<file path="config.mk">
export PLATFORM = sky130hd
export DESIGN_NAME = mem_access_unit
export DESIGN_NICKNAME = d
export VERILOG_FILES = /design/src/rtl/mem_access_unit.sv
export SDC_FILE = /design/constraint.sdc
export NUM_CORES = 1
export LEC_CHECK = 0
export ABC_CLOCK_PERIOD_IN_PS = 17100
export CORE_UTILIZATION = 35
export CTS_BUF_LIST = sky130_fd_sc_hd__clkbuf_8
export CTS_CLUSTER_DIAMETER = 40
export CTS_CLUSTER_SIZE = 25
export DETAILED_ROUTE_END_ITERATION = 8
export PLACE_DENSITY = 0.71
export SYNTH_ARGS = -nofsm -noshare
export SYNTH_HDL_FRONTEND = slang
export SYNTH_SLANG_ARGS = --single-unit
</file>
<file path="constraint.sdc">
create_clock -name clk -period 17.1 [get_ports clk]
set_input_delay 1.71 -clock clk [delete_from_list [all_inputs] [get_ports clk]]
set_output_delay 1.71 -clock clk [all_outputs]
set_load 0.02 [all_outputs]
</file>
<file path="src/rtl/mem_access_unit.sv">
// Memory-stage bus controller: registers one load/store, drives a stable bus request, returns extended data.
// Define MEM_MISALIGN_SPLIT_EN to make misaligned accesses legal (split into up to two bus beats).
module mem_access_unit #(
    parameter int unsigned DATA_W = 64,
    parameter int unsigned ADDR_W = 64
) (
    input  logic                clk,
    input  logic                reset,
    input  logic                req_valid,
    input  logic                req_write,
    input  logic [ADDR_W-1:0]   req_addr,
    input  logic [2:0]          req_size,
    input  logic                req_unsigned,
    input  logic [DATA_W-1:0]   req_wdata,
    output logic                req_ready,
    input  logic                flush,
    output logic                resp_valid,
    output logic [DATA_W-1:0]   resp_rdata,
    output logic                resp_error,
    output logic [3:0]          resp_code,
    output logic                busy,
    output logic                dreq_valid,
    output logic [ADDR_W-1:0]   dreq_addr,
    output logic [2:0]          dreq_size,
    output logic [DATA_W/8-1:0] dreq_strobe,
    output logic [DATA_W-1:0]   dreq_data,
    input  logic                dresp_data_ok,
    input  logic [DATA_W-1:0]   dresp_data
);
    localparam int unsigned LANES = DATA_W / 8;
    localparam int unsigned OFF_W = $clog2(LANES);
    localparam logic [3:0] CODE_LOAD  = 4'd4;
    localparam logic [3:0] CODE_STORE = 4'd6;

    typedef enum logic [1:0] {IDLE, BEAT0, BEAT1, RESP} state_t;

    state_t           state;
    logic             op_write;
    logic             op_unsigned;
    logic [2:0]       op_size;
    logic [OFF_W-1:0] op_off;
    logic             flushed;
    logic             resp_pending;
    logic             resp_err_q;

    logic [OFF_W-1:0]  acc_off;
    logic [OFF_W-1:0]  align_mask;
    logic              acc_size_ok;
    logic              acc_mis;
    logic              acc_err;
    logic [ADDR_W-1:0] acc_addr;
    logic [2:0]        acc_dsize;
    logic [LANES-1:0]  acc_strobe;
    logic [DATA_W-1:0] acc_data;
    logic [DATA_W-1:0] load_raw;

`ifdef MEM_MISALIGN_SPLIT_EN
    logic [2*LANES-1:0]  wide_strobe;
    logic [2*DATA_W-1:0] wide_data;
    logic [LANES-1:0]    acc_hi_strobe;
    logic [DATA_W-1:0]   acc_hi_data;
    logic                acc_cross;
    logic                op_cross;
    logic [LANES-1:0]    hi_strobe_q;
    logic [DATA_W-1:0]   hi_data_q;
    logic [DATA_W-1:0]   beat0_q;
    logic                split_next;
`endif

    // Truncate to 8<<size bits, then sign- or zero-extend to the full bus width.
    function automatic logic [DATA_W-1:0] extend(input logic [DATA_W-1:0] raw,
                                                 input logic [2:0] size,
                                                 input logic uns);
        logic [DATA_W-1:0] res;
        logic              sign;
        int                nbits;
        nbits = 8 << size;
        sign  = 1'b0;
        res   = '0;
        for (int i = 0; i < int'(DATA_W); i++) begin
            if (i == nbits - 1) sign = raw[i];
        end
        for (int i = 0; i < int'(DATA_W); i++) begin
            res[i] = (i < nbits) ? raw[i] : (sign & ~uns);
        end
        return res;
    endfunction

    // Decode of the offered request: legality, bus address/size, lane-shifted strobe and data.
    always_comb begin
        acc_off     = req_addr[OFF_W-1:0];
        align_mask  = OFF_W'((32'd1 << req_size) - 32'd1);
        acc_size_ok = (req_size <= 3'(OFF_W));
        acc_mis     = |(acc_off & align_mask);
        acc_addr    = req_addr;
        acc_dsize   = req_size;
`ifdef MEM_MISALIGN_SPLIT_EN
        wide_strobe   = (2*LANES)'((32'd1 << (32'd1 << req_size)) - 32'd1) << acc_off;
        wide_data     = {{DATA_W{1'b0}}, req_wdata} << {acc_off, 3'b000};
        acc_cross     = |wide_strobe[2*LANES-1:LANES];
        acc_strobe    = req_write ? wide_strobe[LANES-1:0] : '0;
        acc_data      = req_write ? wide_data[DATA_W-1:0] : '0;
        acc_hi_strobe = req_write ? wide_strobe[2*LANES-1:LANES] : '0;
        acc_hi_data   = req_write ? wide_data[2*DATA_W-1:DATA_W] : '0;
        acc_err       = ~acc_size_ok;
        if (acc_mis) begin
            acc_addr  = {req_addr[ADDR_W-1:OFF_W], {OFF_W{1'b0}}};
            acc_dsize = 3'(OFF_W);
        end
`else
        acc_strobe = req_write ? (LANES'((32'd1 << (32'd1 << req_size)) - 32'd1) << acc_off) : '0;
        acc_data   = req_write ? (req_wdata << {acc_off, 3'b000}) : '0;
        acc_err    = ~acc_size_ok | acc_mis;
`endif
    end

    // Load lanes realigned to bit 0; a boundary-crossing load merges the first beat below the second.
    always_comb begin
`ifdef MEM_MISALIGN_SPLIT_EN
        if (state == BEAT1) begin
            load_raw = DATA_W'({dresp_data, beat0_q} >> {op_off, 3'b000});
        end else begin
            load_raw = dresp_data >> {op_off, 3'b000};
        end
        split_next = (state == BEAT0) && op_cross && !flushed && !flush;
`else
        load_raw = dresp_data >> {op_off, 3'b000};
`endif
    end

    always_ff @(posedge clk or posedge reset) begin
        if (reset) begin
            state        <= IDLE;
            op_write     <= 1'b0;
            op_unsigned  <= 1'b0;
            op_size      <= '0;
            op_off       <= '0;
            flushed      <= 1'b0;
            resp_pending <= 1'b0;
            resp_err_q   <= 1'b0;
            resp_code    <= '0;
            resp_rdata   <= '0;
            dreq_valid   <= 1'b0;
            dreq_addr    <= '0;
            dreq_size    <= '0;
            dreq_strobe  <= '0;
            dreq_data    <= '0;
`ifdef MEM_MISALIGN_SPLIT_EN
            op_cross     <= 1'b0;
            hi_strobe_q  <= '0;
            hi_data_q    <= '0;
            beat0_q      <= '0;
`endif
        end else begin
            case (state)
                IDLE: begin
                    if (req_valid && !flush) begin
                        op_write    <= req_write;
                        op_unsigned <= req_unsigned;
                        op_size     <= req_size;
                        op_off      <= acc_off;
                        flushed     <= 1'b0;
                        if (acc_err) begin
                            state        <= RESP;
                            resp_pending <= 1'b1;
                            resp_err_q   <= 1'b1;
                            resp_code    <= req_write ? CODE_STORE : CODE_LOAD;
                            resp_rdata   <= '0;
                        end else begin
                            state       <= BEAT0;
                            dreq_valid  <= 1'b1;
                            dreq_addr   <= acc_addr;
                            dreq_size   <= acc_dsize;
                            dreq_strobe <= acc_strobe;
                            dreq_data   <= acc_data;
`ifdef MEM_MISALIGN_SPLIT_EN
                            op_cross    <= acc_cross;
                            hi_strobe_q <= acc_hi_strobe;
                            hi_data_q   <= acc_hi_data;
`endif
                        end
                    end
                end
                BEAT0, BEAT1: begin
                    // A flush never aborts a beat; it only drops the response once the beat is done.
                    if (flush) flushed <= 1'b1;
                    if (dresp_data_ok) begin
                        dreq_valid  <= 1'b0;
                        dreq_addr   <= '0;
                        dreq_size   <= '0;
                        dreq_strobe <= '0;
                        dreq_data   <= '0;
                        flushed     <= 1'b0;
                        if (flushed || flush) begin
                            state <= IDLE;
                        end else begin
                            state        <= RESP;
                            resp_pending <= 1'b1;
                            resp_err_q   <= 1'b0;
                            resp_code    <= '0;
                            resp_rdata   <= op_write ? '0 : extend(load_raw, op_size, op_unsigned);
                        end
`ifdef MEM_MISALIGN_SPLIT_EN
                        if (split_next) begin
                            state        <= BEAT1;
                            resp_pending <= 1'b0;
                            resp_rdata   <= '0;
                            dreq_valid   <= 1'b1;
                            dreq_addr    <= dreq_addr + ADDR_W'(LANES);
                            dreq_size    <= dreq_size;
                            dreq_strobe  <= hi_strobe_q;
                            dreq_data    <= hi_data_q;
                            beat0_q      <= dresp_data;
                        end
`endif
                    end
                end
                RESP: begin
                    state        <= IDLE;
                    resp_pending <= 1'b0;
                    resp_err_q   <= 1'b0;
                    resp_code    <= '0;
                    resp_rdata   <= '0;
                end
                default: state <= IDLE;
            endcase
        end
    end

    assign req_ready  = ~reset & (state == IDLE) & req_valid & ~flush;
    assign busy       = (state != IDLE);
    assign resp_valid = resp_pending & ~flush;
    assign resp_error = resp_err_q & ~flush;

endmodule

</file>
[Yosys cells after proc, flatten, opt, wreduce, memory -nomap -nowiden]
Index checks and enable logic that the tools add are counted.
Word-level totals
  memories kept: 0
  latch bits: 0
  ROM bits: 0
  register bits: 221
  memory bits (writable): 0
Cells by class
  divide/modulo/power cells: 0
  $lt $le $gt $ge: 65
  eq/ne operators: 72
  shift-type cells: 6
  bitwise gates (word level): 12
  mux-type cells: 181
  reduce and logical (&&, ||, !) cells: 14
  multiply operators: 0
  $add $sub $neg: 3
Operators by type and width (count)
  equality test 7 x 32 -> 1 bit, first input constant: 32
  less-than comparator 7 x 32 -> 1 bit, first input constant: 32
  two-way mux 64 bit: 11
  equality test 6 x 32 -> 1 bit, first input constant: 16
  less-than comparator 6 x 32 -> 1 bit, first input constant: 16
  equality test 5 x 32 -> 1 bit, first input constant: 8
  less-than comparator 5 x 32 -> 1 bit, first input constant: 8
  one-hot mux 64 bit (2 select lines): 2
  one-hot mux 64 bit (3 select lines): 1
  two-way mux 1 bit: 143
  equality test 4 x 32 -> 1 bit, first input constant: 4
  less-than comparator 4 x 32 -> 1 bit, first input constant: 4
  equality test 3 x 32 -> 1 bit, first input constant: 2
  less-than comparator 3 x 32 -> 1 bit, first input constant: 2
  << shifter 64 x 6 -> 64 bit: 1
  >> shifter 64 x 6 -> 64 bit: 1
  equality test 2 x 32 -> 1 bit, first input constant: 1
  logical NOT 32 bit: 1
  less-than comparator 1 x 32 -> 1 bit, first input constant: 1
  less-than comparator 2 x 32 -> 1 bit, first input constant: 1
  two-way mux 8 bit: 4
  << shifter 1 x 3 -> 32 bit, first input constant: 1
  << shifter 1 x 32 -> 8 bit, first input constant: 1
  << shifter 4 x 3 -> 32 bit, first input constant: 1
  other kinds (32): 59

[Longest topological paths before layout]
Gate-level depths: netlist of the first run.
  depth after elaboration: 76
  gate-level depth with buffers: 13
  gate-level depth less buffers: 9

[Worst setup path before layout of the first run]
OpenSTA, ideal clock, no wires.
  path type: input port to output port
  from: input flush
  to: output req_ready
  stages on the path: 5
  arrival time: 2.784 ns
  slack: 12.606 ns
  cells stage by stage: nand2b_1 -> or2_2 -> clkbuf_1 -> clkbuf_1 -> nor2_1
Between the ends
  longest elaborated chain between the ends: 2
Ends and longest elaborated chain
  start, declared: RTL line 16  | input logic flush,
  inverter 1 bit: RTL line 230  | assign req_ready = ~reset & (state == IDLE) & req_valid & ~flush;
  bitwise AND 1 bit: RTL line 230
  end, declared: RTL line 15  | output logic req_ready,
Every way passes these cells.

[Worst setup path in the final report of the first run]
Same ends and word-level chain as after synthesis.

==> reports/summary.txt, run 1 <==
outcome: finished clean
share of layout cells above drive strength 1: 9.340%
CTS Buf Count: 40
CP endpoint kind: output pin
Die W: 189.0 um
clock-pin slew of the registers on the worst-case setup and hold paths: 70 ps
Post-Syn Area per Cell: 9.390 sq um
CTS Buffer Depth: 3
ys flop type: dfrtp_1
initial antenna violation count: 0
global-route congestion overflow total: 0
fin crit period: 5495 ps
worst-path cell chain: clkdlybuf4s50_1, nand2b_1, or2_2, nor2_1, clkdlybuf4s50_1
Syn Inst Count: 1304
Clock Root Buffer: clkbuf_8
via count: 11.51k
Tot GR Track Use: 24.80%
Post-synth EDFFs: 0
Starting Density: 35.53%
postcts setup bufs: 0
crit path DAT: 3780 ps
Seq cells post-synth: 218
H-tree depth: 2
Core Util, Final: 50.69%
endpoints failing setup: 0
vias per std cell: 5.390
Worst-Margin Slew: 1173 ps
critical path fanouts, max: 13
DIE HEIGHT: 189.0 um
Power Total: 2709 uW
ys async rst share: 100.0%
global-route wire length before repair: 68450 um
Synth top cells by count: dfrtp_1, nand2_1, o21ai_0
synthesized cell area: 12240 sq um
area of the multi-input gates: 6226 sq um
Port Buffer Count: 411
Slew HR: 21.77%
max_cap viols: 0
# fillers: 3211
post_cts resized: 0
Ant. Diodes: 0
gp weighted congestion: 0.9164
top cells by area, synth: dfrtp_1, o21ai_0, nand2_1
Slew Viols, Final: 0
pwr dens: 155.1 nW/um^2
DRT antenna net count: 0
DR WL/cell: 21.20 um
worst-skew pair later-pin latency: 530 ps
first drt pass iteration count: 5
critical setup path kind: in -> out
Synth cell types: 63
most used cell, CP: clkdlybuf4s50_1
Synth top area share: 44.55%
vias in the first global route: 11.44k
RSZ-0062 raised after global routing: false
row cnt: 68
Worst Hold Class: reg -> reg
register area share after synthesis: 44.55%
Max stage delay on crit path: 610 ps
leakage power: 0.007530 uW
Core ar.: 34460 sq um
Max rail drop VDD: 0.09761 mV
CTS tree: yes
Hold Fails Final Rpt: 0
Seq. cell area: 5459 sq um
pin count of the biggest net entering global routing: 131
final cycle utilization of the critical path: 32.13%
clock sinks: 218
final wirelength: 45290 um
Max Freq: 0.1820 GHz
I/O pin total: 414
fin nets: 1861
clock skew: 18.10 ps
DR iter-0 viols: 735
CTS Hold Bufs: 0
DP Wirelength: 32610 um
Slowest-stage cell, CP: clkdlybuf4s50_1
DRC Markers: 0
crit start category: input port
synth-to-layout area growth: 42.64%
Req. time, crit path: 15390 ps
Synth Warn #: 0
die area: 35740 sq um
TNS Setup: 0 ps
Buffers & Inverters on Critical Path: 2
dominant cell type by area after synthesis: dfrtp_1
count leader, synth: dfrtp_1
CP delay by family, top: buffers and inverters
-- per-stage QoR --
| step | hold WS [ps] | setup slack, ps | std cells | cell area [sq um] |
|---|---|---|---|---|
| after floorplan | 479.5 | 9426 | 1305 | 12250 |
| after global placement | 460.9 | 11510 | 2065 | 16550 |
| after global routing | 499.3 | 11530 | 2136 | 17470 |
| final | 475.9 | 11610 | 2136 | 17470 |
| after CTS | 483.5 | 11590 | 2136 | 17470 |
| after detailed placement | 468.7 | 11370 | 2065 | 16550 |
-- worst register-to-register path: stages, from the launching register on --
cell and delay [ps]:
dfrtp_1 360, inv_1 70, ha_2 1070, nor2b_1 270
a21oi_1 130, o21ai_0 200, a21o_4 680, buf_4 980
o21ai_0 280
-- per-layer routing --
metal	vias to the layer above	routed length [um]	global-route usage (%)	part of all wire [%]
li1	5351	-	-	-
met1	5561	17340	29.28	38
met2	525	22500	42.99	50
met3	77	4050	6.821	8.9
met4	0	1394	8.902	3.1
met5	-	0	0	0
-- area by class of cell --
class | instances | area share (%)
timing repair buffer | 427 | 24.20
clock buffer | 45 | 3.546
multi-input combinational | 949 | 35.65
inverter | 16 | 0.3868
tap | 455 | 3.260
sequential | 218 | 31.26
clock inverter | 26 | 1.705
-- power breakdown --
group / internal (uW) / switching [uW] / total, uW
logic: 559 / 851 / 1410
registers: 644 / 76.6 / 721
clock network: 337 / 241 / 578
-- kinds of logic after synthesis --
group / Yosys count / synth area share [%]
mux: 124 / 12.59
simple gates: 434 / 16.94
fa+ha+maj: 7 / 0.7153
flops: 218 / 44.55
compound gates: 378 / 20.15
other cells: 2 / 0.06133
buf+inv: 138 / 4.772
xor+xnor: 3 / 0.2146
-- placed cells by master, fill, tap and decap left out, types with 8 or more instances in the layout --
| master | netlist | final |
|---|---|---|
| a211oi_1 | 26 | 26 |
| a21oi_1 | 40 | 40 |
| a221o_1 | 24 | 24 |
| a22o_1 | 23 | 23 |
| a22oi_1 | 25 | 25 |
| a32oi_1 | 8 | 8 |
| buf_4 | 5 | 17 |
| clkbuf_8 | 0 | 45 |
| clkdlybuf4s50_1 | 0 | 409 |
| dfrtp_1 | 218 | 215 |
| inv_1 | 15 | 21 |
| mux2_2 | 26 | 26 |
| mux2i_1 | 76 | 76 |
| mux4_2 | 21 | 21 |
| nand2_1 | 217 | 217 |
| nand2b_1 | 73 | 73 |
| nand3_1 | 22 | 22 |
| nand3_2 | 11 | 11 |
| nor2_1 | 60 | 59 |
| nor2b_1 | 23 | 23 |
| o21a_1 | 8 | 8 |
| o21ai_0 | 173 | 173 |
| o32ai_1 | 11 | 11 |
-- worst paths after layout --
kind / start / to / slack (ps) / cells past startpoint
min reg2reg: dreq_data[51] / dreq_data[51] / 480 / 2
max: flush / req_ready / 11610 / 5
max reg2reg: state[1] / dreq_addr[17] / 12870 / 8
min in group asynchronous: reset / op_off[1] / 1710 / 2
max in group asynchronous: reset / resp_rdata[47] / 14030 / 3
min: dreq_data[51] / dreq_data[51] / 480 / 2
-- flip-flops by register name, summed over array words and instances, names as in the netlist, 3 cells and up --
register / cells
resp_rdata: 64
dreq_size: 3
op_off: 3
op_size: 3
dreq_data: 64
dreq_strobe: 8
dreq_addr: 64
Note: power is estimated with default switching activity, not from simulation.
==> run 2: changes to the inputs <==
ABC_CLOCK_PERIOD_IN_PS = 4500   (was 17100)
PLACE_DENSITY = 0.74   (was 0.71)
clock period = 4.5 ns   (was 17.1 ns; I/O delays follow)
==> run 2 against run 1 <==
- sequential share of layout area down 0.44 points
- design area is 1.4% higher
- critical endpoint is now resp_rdata[13]
- critical path depth is 6 higher
- global-route usage increased by 0.67 points
- highest routed layer unchanged
- sequential power grew to 4.0 times the previous value
- worst hold slack worse by 81 ps
- die area stayed put
==> reports/summary.txt, run 2 (same netlist as run 1, synthesis figures left out) <==
CTS Buf Count: 43 (was 40)
H-tree depth: 2 (unchanged)
vias in the first global route: 11.74k (was 11.44k)
DRT antenna net count: 0 (unchanged)
DRC Markers: 0 (unchanged)
Slew Viols, Final: 0 (unchanged)
Hold Fails Final Rpt: 0 (unchanged)
CTS Buffer Depth: 3 (unchanged)
Worst-Margin Slew: 1054 ps (was 1173 ps)
pin count of the biggest net entering global routing: 112 (was 131)
initial antenna violation count: 0 (unchanged)
synth-to-layout area growth: 44.67% (was 42.64%)
# fillers: 3152 (was 3211)
area of the multi-input gates: 6226 sq um (unchanged)
DR iter-0 viols: 875 (was 735)
Starting Density: 35.53% (unchanged)
gp weighted congestion: 0.9585 (was 0.9164)
via count: 11.70k (was 11.51k)
Port Buffer Count: 411 (unchanged)
global-route congestion overflow total: 0 (unchanged)
die area: 35740 sq um (unchanged)
pwr dens: 598.9 nW/um^2 (was 155.1 nW/um^2)
Ant. Diodes: 0 (unchanged)
Worst Hold Slack: 394.9 ps (was 475.9 ps)
critical setup path kind: in -> reg (was in -> out)
most common cell after layout, fill and taps aside: clkdlybuf4s50_1 (unchanged)
share of layout cells above drive strength 1: 10.65% (was 9.340%)
final wirelength: 46040 um (was 45290 um)
critical path fanouts, max: 11 (was 13)
TNS Setup: 0 ps (unchanged)
final cycle utilization of the critical path: 76.07%
Clock Root Buffer: clkbuf_8 (unchanged)
most frequent cells in the layout: clkdlybuf4s50_1, nand2_1, dfrtp_1 (unchanged)
DP Wirelength: 33340 um (was 32610 um)
clock sinks: 218 (unchanged)
Max Freq: 0.2921 GHz
Worst Hold Class: in -> async (was reg -> reg)
CTS Hold Bufs: 0 (unchanged)
endpoints failing setup: 0 (unchanged)
Seq. cell area: 5459 sq um (unchanged)
placed instance count: 2075 (was 2065)
worst-path cell chain: clkdlybuf4s50_1, nor3b_1, inv_1, ha_1, nand2b_1, mux2_4, a221oi_4, o21ai_0, buf_4, nor2_1, a221o_1 (was clkdlybuf4s50_1, nand2b_1, or2_2, nor2_1, clkdlybuf4s50_1)
CTS tree: yes (unchanged)
RSZ-0062 raised after global routing: false (unchanged)
outcome: finished clean (unchanged)
Tot GR Track Use: 25.47% (was 24.80%)
largest registers: dreq_addr (64), dreq_data (64), resp_rdata (64) (unchanged)
crit start category: input port (unchanged)
DR WL/cell: 21.37 um (was 21.20 um)
I/O pin total: 414 (unchanged)
global-route wire length before repair: 69850 um (was 68450 um)
first drt pass iteration count: 5 (unchanged)
Max rail drop VDD: 0.4531 mV (was 0.09761 mV)
post_cts resized: 0 (unchanged)
Slowest-stage cell, CP: nor2_1 (was clkdlybuf4s50_1)
fin nets: 1874 (was 1861)
Die W: 189.0 um (unchanged)
DIE HEIGHT: 189.0 um (unchanged)
Worst R2R Path Depth: 9 (was 8)
clock-pin slew of the registers on the worst-case setup and hold paths: 80 ps (was 70 ps)
non-filler cells, final: 2155 (was 2136)
vias per std cell: 5.428 (was 5.390)
max_cap viols: 0 (unchanged)
crit path DAT: 3950 ps (was 3780 ps)
clock skew: 15.41 ps (was 18.10 ps)
leakage power: 0.007627 uW (was 0.007530 uW)
row cnt: 68 (unchanged)
Core ar.: 34460 sq um (unchanged)
Req. time, crit path: 5030 ps (was 15390 ps)
postcts setup bufs: 0 (unchanged)
Power Total: 10610 uW (was 2709 uW)
Max stage delay on crit path: 600 ps (was 610 ps)
fin crit period: 3423 ps
CP endpoint kind: flip-flop (was output pin)
worst-skew pair later-pin latency: 600 ps (was 530 ps)
Slew HR: 29.73% (was 21.77%)
## run 2: cell count changes in the layout (fill, tap and decap cells not counted)
cell        before  now
clkinv_4         1    7
clkinv_2         4    3
clkbuf_8        45   49
buf_4           17   23
buf_12           0    4
clkinvlp_4       6   10
inv_1           21   16
inv_6            2    3
## run 2: path summary, 6_finish.rpt
path / start / to / slack, ps
max reg2reg: op_size[2] / resp_rdata[35] / 1220
min: reset / dreq_strobe[6] / 390
max in group asynchronous: reset / dreq_addr[59] / 3530
min reg2reg: dreq_strobe[0] / dreq_strobe[0] / 480
min in group clk: req_addr[56] / dreq_addr[56] / 420
max: req_size[1] / resp_rdata[13] / 1080
## run 2: where the power goes
group / internal (uW) / total, uW / leakage (uW) / switching, uW
registers: 2440 / 2860 / 0.00294 / 413
logic: 2180 / 5330 / 0.00418 / 3140
clock network: 1390 / 2430 / 0.000509 / 1040
## run 2: per-layer routing
metal | vias to the layer above | wire, um | GRT usage [%]
met5 | - | 0 | 0
met4 | 0 | 1943 | 11.72
met3 | 113 | 4511 | 7.025
met2 | 609 | 22900 | 44.75
met1 | 5583 | 16680 | 28.57
li1 | 5393 | - | -
## run 2: cell type report
class                   instances  area share (%)
multi-input cells             949           35.15
flip-flops and latches        218           30.82
repair buffers                437           24.57
clock buffers                  49           3.807
well taps                     455           3.214
clock inverters                31           2.084
inverters                      16          0.3602
## run 2: worst max-delay path, delay by kind of cell
kind	cells	cell delay (ps)
simple gates	3	1220
mux	1	300
compound gates	3	880
buf+inv	3	880
fa+ha+maj	1	220
## run 2: metrics by stage
step / utilization (%) / setup WS (ps) / area [sq um]
after floorplan: - / 1210 / 12250
after global placement: 48.38 / 590.2 / 16670
after detailed placement: 48.38 / 503.7 / 16670
after CTS: 51.41 / 1147 / 17710
after global routing: 51.41 / 786.5 / 17710
final: 51.41 / 1077 / 17710
